`config.mk`:
```
export PLATFORM = sky130hd
export DESIGN_NAME = operand_fetch_stage
export DESIGN_NICKNAME = d
export VERILOG_FILES = /design/src/rtl/operand_fetch_stage.sv
export SDC_FILE = /design/constraint.sdc
export NUM_CORES = 1
export LEC_CHECK = 0
export CORE_AREA = 2 2 159 161
export DETAILED_ROUTE_END_ITERATION = 10
export DIE_AREA = 0 0 161 163
export PLACE_DENSITY = 0.81
export SYNTH_ARGS = -nofsm -noshare
export SYNTH_HDL_FRONTEND = slang
export SYNTH_SLANG_ARGS = --single-unit
```
`constraint.sdc`:
```
create_clock -name clk -period 7.01 [get_ports clk]
set_clock_uncertainty 0.2 [all_clocks]
set_input_delay 1.402 -clock clk [delete_from_list [all_inputs] [get_ports clk]]
set_output_delay 1.402 -clock clk [all_outputs]
set_load 0.05 [all_outputs]
```
`src/rtl/operand_fetch_stage.sv`:
```
// Operand fetch stage between decode and execute.
// Drives the register-file read ports, resolves both operands (register file,
// writeback bypass or immediate) and captures them into a valid/ready output
// slot. A per-register scoreboard counts outstanding writes and stalls decode
// on read-after-write hazards.
//
// Ports:
//   clk, rst                   clock (rising edge), async active-high reset
//   in_valid/in_ready          decode handshake
//   in_a1, in_a2, in_use_imm,
//   in_imm, in_dst, in_wr_en,
//   in_op                      decoded instruction fields
//   rf_a1, rf_a2 / rf_rd1,
//   rf_rd2                     register-file read ports
//   wb_we, wb_a3, wb_wd        copy of the register-file write port
//   flush                      squash the instruction held in the output slot
//   out_valid/out_ready        execute handshake
//   out_op1, out_op2, out_dst,
//   out_wr_en, out_op          resolved operands and pass-through fields
module operand_fetch_stage #(
  parameter int unsigned DATA_W = 32,
  parameter int unsigned ADDR_W = 5,
  parameter int unsigned NREG   = 32,
  parameter int unsigned CNT_W  = 2,
  parameter int unsigned OP_W   = 4
) (
  input  logic              clk,
  input  logic              rst,
  input  logic              in_valid,
  output logic              in_ready,
  input  logic [ADDR_W-1:0] in_a1,
  input  logic [ADDR_W-1:0] in_a2,
  input  logic              in_use_imm,
  input  logic [DATA_W-1:0] in_imm,
  input  logic [ADDR_W-1:0] in_dst,
  input  logic              in_wr_en,
  input  logic [OP_W-1:0]   in_op,
  output logic [ADDR_W-1:0] rf_a1,
  output logic [ADDR_W-1:0] rf_a2,
  input  logic [DATA_W-1:0] rf_rd1,
  input  logic [DATA_W-1:0] rf_rd2,
  input  logic              wb_we,
  input  logic [ADDR_W-1:0] wb_a3,
  input  logic [DATA_W-1:0] wb_wd,
  input  logic              flush,
  output logic              out_valid,
  input  logic              out_ready,
  output logic [DATA_W-1:0] out_op1,
  output logic [DATA_W-1:0] out_op2,
  output logic [ADDR_W-1:0] out_dst,
  output logic              out_wr_en,
  output logic [OP_W-1:0]   out_op
);

  localparam logic [CNT_W-1:0] CntMax = {CNT_W{1'b1}};
  localparam logic [CNT_W-1:0] CntOne = CNT_W'(1);
  localparam logic [CNT_W-1:0] CntTwo = CNT_W'(2);

  logic [CNT_W-1:0]  cnt_q [NREG];
  logic [CNT_W-1:0]  cnt_d [NREG];
  logic [NREG-1:0]   inc, dec_wb, dec_fl;

  logic              valid_q;
  logic [DATA_W-1:0] op1_q, op2_q;
  logic [ADDR_W-1:0] dst_q;
  logic              wr_en_q;
  logic [OP_W-1:0]   op_q;

  logic              slot_free, hz1, hz2, dst_full, issue;
  logic [DATA_W-1:0] opnd1, opnd2;

  assign rf_a1 = in_a1;
  assign rf_a2 = in_a2;

  assign slot_free = !valid_q || out_ready;

  // A pending write can be bypassed only when this cycle's writeback retires
  // the sole outstanding write to that register.
  always_comb begin
    hz1   = 1'b0;
    opnd1 = rf_rd1;
    if (cnt_q[in_a1] != '0) begin
      if (cnt_q[in_a1] == CntOne && wb_we && wb_a3 == in_a1) opnd1 = wb_wd;
      else hz1 = 1'b1;
    end
  end

  always_comb begin
    hz2   = 1'b0;
    opnd2 = rf_rd2;
    if (in_use_imm) begin
      opnd2 = in_imm;
    end else if (cnt_q[in_a2] != '0) begin
      if (cnt_q[in_a2] == CntOne && wb_we && wb_a3 == in_a2) opnd2 = wb_wd;
      else hz2 = 1'b1;
    end
  end

  // A full counter frees one slot when the same register is written back this
  // cycle, so the new writer may issue alongside that writeback.
  assign dst_full = in_wr_en && cnt_q[in_dst] == CntMax && !(wb_we && wb_a3 == in_dst);

  assign in_ready = slot_free && !hz1 && !hz2 && !dst_full && !flush;
  assign issue    = in_valid && in_ready;

  // Scoreboard next state; decrements saturate at zero.
  always_comb begin
    for (int unsigned r = 0; r < NREG; r++) begin
      inc[r]    = issue && in_wr_en && (in_dst == ADDR_W'(r));
      dec_wb[r] = wb_we && (wb_a3 == ADDR_W'(r));
      dec_fl[r] = flush && valid_q && wr_en_q && (dst_q == ADDR_W'(r));
      cnt_d[r]  = cnt_q[r];
      if (inc[r]) begin
        if (!dec_wb[r] && !dec_fl[r]) begin
          cnt_d[r] = cnt_q[r] + CntOne;
        end else if (dec_wb[r] && dec_fl[r]) begin
          cnt_d[r] = (cnt_q[r] != '0) ? cnt_q[r] - CntOne : '0;
        end
      end else if (dec_wb[r] && dec_fl[r]) begin
        cnt_d[r] = (cnt_q[r] > CntOne) ? cnt_q[r] - CntTwo : '0;
      end else if (dec_wb[r] || dec_fl[r]) begin
        cnt_d[r] = (cnt_q[r] != '0) ? cnt_q[r] - CntOne : '0;
      end
    end
  end

  always_ff @(posedge clk or posedge rst) begin
    if (rst) begin
      valid_q <= 1'b0;
      op1_q   <= '0;
      op2_q   <= '0;
      dst_q   <= '0;
      wr_en_q <= 1'b0;
      op_q    <= '0;
      for (int unsigned r = 0; r < NREG; r++) cnt_q[r] <= '0;
    end else begin
      cnt_q <= cnt_d;
      if (issue) begin
        valid_q <= 1'b1;
        op1_q   <= opnd1;
        op2_q   <= opnd2;
        dst_q   <= in_dst;
        wr_en_q <= in_wr_en;
        op_q    <= in_op;
      end else if (flush || out_ready) begin
        valid_q <= 1'b0;
      end
    end
  end

  assign out_valid = valid_q;
  assign out_op1   = op1_q;
  assign out_op2   = op2_q;
  assign out_dst   = dst_q;
  assign out_wr_en = wr_en_q;
  assign out_op    = op_q;

endmodule

```
==> flow_metrics.env <==
export IMPL_status="complete, no violations"
export IMPL_slew_viol_final=0
export IMPL_yosysWarnings=0
export IMPL_fp_dieW_um=161
export IMPL_post_dp_hpwl_um=35900
export IMPL_period_share=0.865
export IMPL_fillers=2043
export IMPL_cp_data_required_time_ps=5410
export IMPL_dieArea_um2=26200
export IMPL_clock_sinks=139
export IMPL_clk_pin_slew_ps=70
export IMPL_rows=58
export IMPL_wirelength_um=47800
export IMPL_endpoint_kind="primary output"
export IMPL_syn_inst=1583
export IMPL_fin_cells=2122
export IMPL_rsz0062_at_grt="no"
export IMPL_clock_latency_ps=440
export IMPL_synth_edf_count=0
export IMPL_tightest_slew_ps=1210
export IMPL_portBuffers=245
export IMPL_p_per_area_nw_per_um2=244
export IMPL_cts_inserted_buffers=17
export IMPL_critPathMaxFanout=11
export IMPL_syn_avg_cell_area_um2=8.22
export IMPL_fin_setup_tns_ps=0
export IMPL_cts_resized=0
export IMPL_fp_coreArea_um2=24700
export IMPL_ys_seq_area_frac=0.267
export IMPL_synth_area_um2=13000
export IMPL_regArea_um2=3480
export IMPL_cp_data_arrival_time_ps=4460
export IMPL_die_h_um=163
export IMPL_pin_count=246
export IMPL_tritoncts="built"
export IMPL_ys_types=79
export IMPL_crit_type="in -> out"
export IMPL_relSlewSlack=0.190
export IMPL_cts_root_buffer="clkbuf_16"
export IMPL_grt_pass1_vias=13100
export IMPL_antenna_left=0
export IMPL_hold_buffers=0
export IMPL_grt_overflow=0
export IMPL_vias=13600
export IMPL_cts_setup_buffers=0
export IMPL_drtIter0Drc=1739
export IMPL_first_pass_iters=6
export IMPL_wl_per_cell_um=22.5
export IMPL_antenna_found_initial=2
export IMPL_maxCapViolations=0
export IMPL_initial_utilization=0.528
export IMPL_ir_drop_mv=0.259
export IMPL_clock_path_buffers=2
export IMPL_period_needed_ps=6060
export IMPL_nets=2033
export IMPL_grt_max_degree=65
export IMPL_syn_num_nets=1839
export IMPL_async_reset_ff_frac=1.00
export IMPL_critPathLaunchType="primary input"
export IMPL_multi_input_area_um2=8760
export IMPL_place_inst=2088
export IMPL_hold_class="reg -> reg"
export IMPL_globalplace_congestion=1.03
export IMPL_vias_per_cell=6.43
export IMPL_grt_pass1_wl_um=73200
export IMPL_hold_viol_final=0
export IMPL_ys_flop_type="dfrtp_1"
export IMPL_finalSetupViolCount=0
export IMPL_syn_to_final_growth_pct=24.3
export IMPL_grt_usage=0.360
export IMPL_max_freq_mhz=165
export IMPL_drcViolationCount=0
export IMPL_htreeDepth=4
export IMPL_layout_drive_gt1_share=0.0592
export IMPL_synth_ff_latch_count=139
export IMPL_power_leakage_nw=6.85
## worst max-delay path, stage by stage
cell	delay, ps
clkdlybuf4s50_1	580
nor2b_1	550
a22oi_1	150
a211oi_1	380
o41ai_1	170
a21oi_1	370
nand2_1	380
nor2_1	230
buf_4	230
## per-stage QoR
stage,worst slack (ps),hold slack [ps],utilization,total power (W),cell area (um2)
finish,946,282,0.656,0.00394,16200
floorplan,1680,365,-,0.00226,13000
detailed placement,1020,267,0.631,0.00294,15600
CTS,991,285,0.656,0.00393,16200
global route,716,308,0.656,0.00411,16200
global placement,1100,261,0.631,0.00292,15600
## cell families after synthesis
kind of cell             count (synthesis)  share of synthesized area
AND/OR/NAND/NOR                        630                      0.234
AO/OA/AOI/OAI                          337                      0.169
multiplexers                           183                      0.157
buffers and inverters                  168                     0.0607
flip-flops                             139                      0.267
adder cells (fa/ha/maj)                 96                     0.0923
XOR/XNOR                                30                     0.0202
## routing by layer
layer / global-route usage / vias up / part of all wire
li1: - / 6138 / -
met1: 0.454 / 6375 / 0.37
met2: 0.576 / 954 / 0.45
met3: 0.107 / 171 / 0.13
met4: 0.158 / 0 / 0.047
met5: 0 / - / 0
## cell usage after synthesis, drive strengths merged, types with 13 or more instances
| cell | n | area share |
|---|---|---|
| inv | 74 | 0.021 |
| nand4 | 32 | 0.017 |
| clkbuf | 38 | 0.011 |
| o211ai | 13 | 0.0075 |
| buf | 56 | 0.028 |
| a31oi | 22 | 0.012 |
| o21ai | 101 | 0.039 |
| nor3 | 33 | 0.016 |
| mux4 | 16 | 0.028 |
| nor2b | 19 | 0.0091 |
| nor4 | 33 | 0.017 |
| mux2i | 160 | 0.12 |
| nor2 | 142 | 0.041 |
| ha | 96 | 0.092 |
| nand3 | 62 | 0.024 |
| a22oi | 45 | 0.026 |
| a21oi | 62 | 0.024 |
| xnor2 | 18 | 0.012 |
| nand2 | 223 | 0.064 |
| dfrtp | 139 | 0.27 |
| o22ai | 13 | 0.0062 |
| nand2b | 24 | 0.012 |
## path summary, 6_finish.rpt
kind	start	endpoint	slack [ps]	cells past startpoint
max	in_a1[2]	in_ready	950	9
max reg2reg	cnt_q[48]	cnt_q[12]	3040	10
min	out_op1[31]	out_op1[31]	280	2
min reg2reg	out_op1[31]	out_op1[31]	280	2
max in group asynchronous	rst	cnt_q[38]	4420	3
min in group asynchronous	rst	cnt_q[19]	1090	2
## power breakdown
part,switching [W],internal [W]
Sequential,0.000220,0.00100
Clock,0.000463,0.000517
Combinational,0.00114,0.000596
## sequential cells by signal (all words and copies together), names as in the netlist
| register | count |
|---|---|
| cnt_q | 64 |
| out_dst | 5 |
| out_op | 4 |
| out_op1 | 32 |
| out_op2 | 32 |
| out_valid | 1 |
| out_wr_en | 1 |
## cell type report
class / instances / share of cell area
multi-input combinational: 1276 / 0.541
sequential: 139 / 0.215
timing repair buffer: 269 / 0.162
clock buffer: 17 / 0.0263
tap: 330 / 0.0255
inverter: 74 / 0.0175
clock inverter: 15 / 0.0120
antenna: 2 / 0.000309
## cells in the final DEF (no fill, tap or decap), drive strengths merged, types with 6 or more instances in the layout
cell type,count
clkdlybuf4s50,241
nand2,223
mux2i,160
nor2,142
dfrtp,139
o21ai,101
ha,96
inv,83
nand3,62
a21oi,62
a22oi,45
nor4,33
nor3,33
nand4,32
buf,28
nand2b,24
a31oi,22
nor2b,19
xnor2,18
clkbuf,17
mux4,16
o211ai,13
o22ai,13
xor2,12
and3,12
or4,10
a211oi,9
or3,9
o31ai,8
mux2,7
o311a,6
and4,6
and2,6
Power figures use the tool's default switching activity.
==> patch 1 (config.mk and constraints unchanged) <==
Set the parameter `NREG` to 16 (it was 32).
--- a/src/rtl/operand_fetch_stage.sv
+++ b/src/rtl/operand_fetch_stage.sv
@@ -22,3 +22,3 @@
   parameter int unsigned ADDR_W = 5,
-  parameter int unsigned NREG   = 32,
+  parameter int unsigned NREG   = 16,
   parameter int unsigned CNT_W  = 2,
Behaviour: not the same (Yosys sat finds a counterexample within 4 cycles, from zero or initial values and one cycle with rst high).
==> patch 1 against the original RTL <==
  * Sequential share of layout area up 1.7 points
  * First-iteration DRC count down 65%
  * Count of clock-buffer cells in the layout down 7
  * Worst setup slack worse by 0.33 ns
  * Cell count down 31%
  * Sequential cell count down 32
  * Total power down 25%
  * Global-route usage down 14 points
  * Area after synthesis down 34%
  * Cell area down 29%
  * Register-to-register slack better by 0.21 ns
  * Critical path depth down 1
  * Wire length down 40%
  * Hold slack better by 0.0026 ns
  * Critical path type unchanged
==> patch 1: results (changes against the original RTL) <==
GRT
  – Vias in the first global route: 7878 (-40%)
  – First-pass GRT wire length: 44.7 mm (-39%)
  – Total GRT Usage: 0.219 (-0.142)
  – Largest net degree at the start of global routing: 73 (+12%)
  – Initial antenna violation count: 2 (unchanged)

Min path
  – Hold Crit Start: out_op1[31]
  – Min-delay worst type: flip-flop to flip-flop
  – Hold Crit Depth: 2 (unchanged)
  – Hold worst-path end: out_op1[31]

Drt
  – Wire per inst: 19.6 um (-13%)
  – Via count: 8005 (-41%)
  – Drt first pass iters: 5 (-1)
  – DRT iter0 DRCs: 615 (-65%)

Synthesis
  – Synth warnings: 0 (unchanged)
  – Syn nets: 1128 (-39%)
  – Synth Instances: 920 (-42%)
  – Sequential share of the synthesized area: 0.312 (+0.0444)
  – Most frequent cells after synthesis: 114 x nand2_1, 107 x dfrtp_1, 104 x mux2i_1
  – Synth area leaders: dfrtp_1 31%, mux2i_1 12%, ha_1 7.0%, mux4_2 5.8%, nand2_1 5.0%
  – Distinct cell type count after synthesis: 64 (-19%)

Final layout
  – Nets@finish: 1332 (-34%)
  – Final instance count without filler cells: 1462 (-31%)
  – Layout fillers: 2335 (+14%)
  – Share of layout cells above drive strength 1: 0.0974 (+0.0382)

Clock network
  – H-tree levels: 3 (-1)
  – Root Buffer: clkbuf_16
  – Cts hold-fix bufs: 0 (unchanged)
  – Resize count post-CTS: 0 (unchanged)
  – CTS buffer count: 9 (-8)
  – Clock latency on the worst-skew pair: 0.36 ns (-0.08 ns)
  – Clk slew on worst S/H paths: 0.07 ns (about the same)

Worst setup path
  – Critical R2R Launch: cnt_q[28]
  – Critical path fanouts, max: 16 (+5)
  – FF-to-FF setup slack: 3.25 ns (+0.21 ns)
  – Reg2reg path depth: 9 (-1)
  – Crit path DAT: 4.80 ns (+0.34 ns)
  – Reg2reg end: out_op2[0]

Placed design
  – Final GP Congestion: 0.979 (-5.4%)
  – Hpwl dp: 22.1 mm (-39%)
  – I/O Buffers: 245 (unchanged)
  – DP Cell Count: 1443 (-31%)

Status
  – Status: finished, final reports clean

Power and ir drop
  – Static Leakage: 0.00519 uW (-24%)
  – Maximum vdd drop: 0.193 mV (-25%)

Timing
  – Worst-Margin Slew: 0.967 ns (-0.245 ns)
==> patch 1: kinds of logic after synthesis <==
group                      after synthesis  share of synthesized area
DFF                                    107                      0.312
AOI/OAI and AO/OA                      144                      0.109
xor gates and xnor gates                31                     0.0316
muxes                                  171                      0.242
buffers and inverters                  100                     0.0528
adders and majority gates               48                     0.0699
and+or+nand+nor                        319                      0.183
==> patch 1: how the worst max path moves through the flow <==
stage	from	slack, ns	end
CTS	in_a2[2]	0.67	in_ready
finish	in_a2[2]	0.61	in_ready
global placement	in_a2[2]	0.80	in_ready
floorplan	in_a1[1]	0.83	in_ready
global route	in_a2[2]	0.55	in_ready
detailed placement	in_a2[2]	0.71	in_ready
==> patch 1: where the power goes <==
| group | leakage, uW | switching (uW) | internal (uW) |
|---|---|---|---|
| logic | 0.00369 | 905 | 538 |
| clock network | 0.000147 | 273 | 262 |
| registers | 0.00136 | 180 | 786 |
==> patch 1: metal layers <==
metal	vias up	wire length, um	GRT usage	part of all wire
li1	3721	-	-	-
met1	3822	11400	0.270	0.40
met2	388	13400	0.354	0.46
met3	74	2820	0.0670	0.098
met4	0	1140	0.0950	0.040
met5	-	0	0	0
==> patch 1: through the flow <==
step	setup slack [ns]	area, um2	hold slack, ns
floorplan	0.831	8590	0.362
global placement	0.803	11200	0.261
detailed placement	0.707	11200	0.273
CTS	0.674	11500	0.291
global route	0.550	11500	0.307
finish	0.613	11500	0.285
==> patch 1: worst max-delay path, stage by stage <==
cell	delay, ns
clkdlybuf4s50_1	0.95
mux4_2	0.58
mux2_2	0.29
o21ai_0	0.14
a221oi_4	0.19
or2_2	0.34
nor4_1	0.57
buf_4	0.31
==> patch 1: final cells by class <==
| cell class | instances | area share |
|---|---|---|
| antenna | 3 | 0.000650 |
| multi-input combinational | 713 | 0.474 |
| clock inverter | 6 | 0.00596 |
| sequential | 107 | 0.232 |
| inverter | 38 | 0.0126 |
| clock buffer | 10 | 0.0207 |
| tap | 330 | 0.0358 |
| timing repair buffer | 255 | 0.218 |
==> patch 2 (same flow settings) <==
Made on the original files. Reset style: synchronous (`rst`), changed in one clocked block. Comments in the files are not updated.
--- a/src/rtl/operand_fetch_stage.sv
+++ b/src/rtl/operand_fetch_stage.sv
@@ -126,3 +126,3 @@
 
-  always_ff @(posedge clk or posedge rst) begin
+  always_ff @(posedge clk) begin
     if (rst) begin
Formal check against the unedited RTL: not equivalent (Yosys sat finds a counterexample within 4 cycles, from zero or initial values and one cycle with rst high; the reset may be asserted at any time).
==> patch 2 against the original RTL <==
  * Area after synthesis shrank 0.31%
  * Sequential share of layout area down 4.2 points
  * Cell area decreased by 0.55%
  * Wire length rose by 9.7%
  * Sequential cell count stayed put
  * Cell count is 5.4% higher
  * Worst setup slack improved by 0.13 ns
  * Non-clock buffer count fell by 1
  * Register-to-register slack got worse by 0.19 ns
  * Largest cell class unchanged
Power is not compared: it rests on default switching activity, and its combinational part moved more than twofold at a synthesized area within 25%.
==> patch 2: results (changes against the original RTL) <==
Synthesis
  – Synth area leaders: dfxtp_1 21%, mux2i_1 12%, ha_1 9.3%, nand2_1 6.5%, nor2_1 4.9%
  – Syn nets: 1974 (+7.3%)
  – Ys async rst share: 0 (-1.00)
  – Adder-Cell Fraction of Synth Area: 0.0949 (+0.00260)
  – Sequential share of the synthesized area: 0.214 (-0.0528)
  – Distinct cell type count after synthesis: 80 (+1.3%)
  – Synth Area in Compound Gates: 0.211 (+0.0419)
  – Synth warnings: 0 (unchanged)
  – Post-Synth XOR/XNOR Area: 0.0223 (+0.00209)
  – Most frequent cells after synthesis: 224 x nand2_1, 168 x nor2_1, 152 x mux2i_1
  – Mean post-synth cell area: 7.56 um2 (-8.1%)
  – Top_reg_cell synth: dfxtp_1
  – Multiplexer share of the synthesized area: 0.150 (-0.00655)

Power and ir drop
  – Maximum vdd drop: around 0.14 mV
  – Static Leakage: 0.00595 uW
  – Seq pwr: 827 uW
  – Reported net switching power: 699 uW

Final layout
  – Nets@finish: 2144 (+5.5%)
  – Layout fillers: 2183 (+6.9%)
  – Final instance area: 0.0161 mm2 (-0.55%)
  – Share of layout cells above drive strength 1: 0.0568 (-0.00238)

Worst setup path
  – Critical path fanouts, max: 19 (+8)
  – Crit path DAT: 4.33 ns (-0.13 ns)
  – Crit path largest cell delay: 1.07 ns (+0.49 ns)

GRT
  – Largest net degree at the start of global routing: 69 (+6.2%)
  – Total GRT Usage: 0.388 (+0.0279)
  – Vias in the first global route: 13844 (+5.6%)
  – Initial antenna violation count: 6 (+4)
  – Met1 layer usage reported by global route: 0.455 (+0.00141)
  – Met2 Usage GRT: 0.610 (+0.0341)
  – First-pass GRT wire length: 78.6 mm (+7.3%)
  – Met3 Use GR: 0.144 (+0.0367)

Status
  – Status: finished, final reports clean

Drt
  – Met2 routed WL: 22.9 mm (+5.6%)
  – WL final: 52.4 mm (+9.7%)
  – Via count: 14639 (+7.3%)
  – Routed vias/inst: 6.54 (+1.8%)
  – Drt first pass iters: 9 (+3)
  – Max layer used: met5
  – Met3 wire length: 6.92 mm (+15%)
  – M1 wire length: 19.1 mm (+7.3%)
  – DRT iter0 DRCs: 1789 (+2.9%)

Placed design
  – Placed inst area: 0.0154 mm2 (-0.71%)
  – Pre-CTS WS: 1.09 ns (+0.0687 ns)
  – Hpwl dp: 38.0 mm (+5.9%)
  – I/O Buffers: 245 (unchanged)
  – DP Cell Count: 2199 (+5.3%)
  – Final GP Congestion: 1.06 (+2.3%)

Min path
  – Min-delay worst type: flip-flop to flip-flop

Timing
  – Worst-Margin Slew: 1.07 ns (-0.137 ns)
  – Post-layout min period: 5.94 ns (-0.129 ns)
  – WHS: 0.254 ns (-0.0282 ns)

Clock network
  – Clock buffer depth: 2 (unchanged)
  – Post-CTS Setup Bufs: 0 (unchanged)
  – Clk slew on worst S/H paths: 0.06 ns
  – Root Buffer: clkbuf_16
  – CTS buffer count: 17 (unchanged)
  – H-tree levels: 4 (unchanged)
patch 2: changes by cell type after synthesis, sizes merged, moves of 29 or more:
| cell | delta |
|---|---|
| a211oi | +42 |
| nor3 | +30 |
| clkbuf | +29 |
| dfrtp | -139 |
| dfxtp | +139 |
| a21oi | +44 |
patch 2: final cells by class:
class,instances,share of cell area
multi-input cells,1382,0.580
clock inverters,12,0.0115
clock buffers,19,0.0275
flip-flops and latches,139,0.173
well taps,330,0.0257
diodes,7,0.00109
repair buffers,268,0.163
inverters,80,0.0187
patch 2: path summary, 6_finish.rpt:
kind                    from         end  slack [ns]  cells past startpoint
hold / removal    out_op2[1]  out_op2[1]        0.25                      2
setup / recovery   in_dst[1]    in_ready        1.07                      9
hold reg to reg   out_op2[1]  out_op2[1]        0.25                      2
setup reg to reg   cnt_q[13]   cnt_q[16]        2.85                     10
patch 2: critical path, delay by kind of cell:
kind / cells / cell delay, ns
compound gates: 3 / 0.88
buf+inv: 3 / 1.44
simple gates: 2 / 0.23
mux: 1 / 0.38
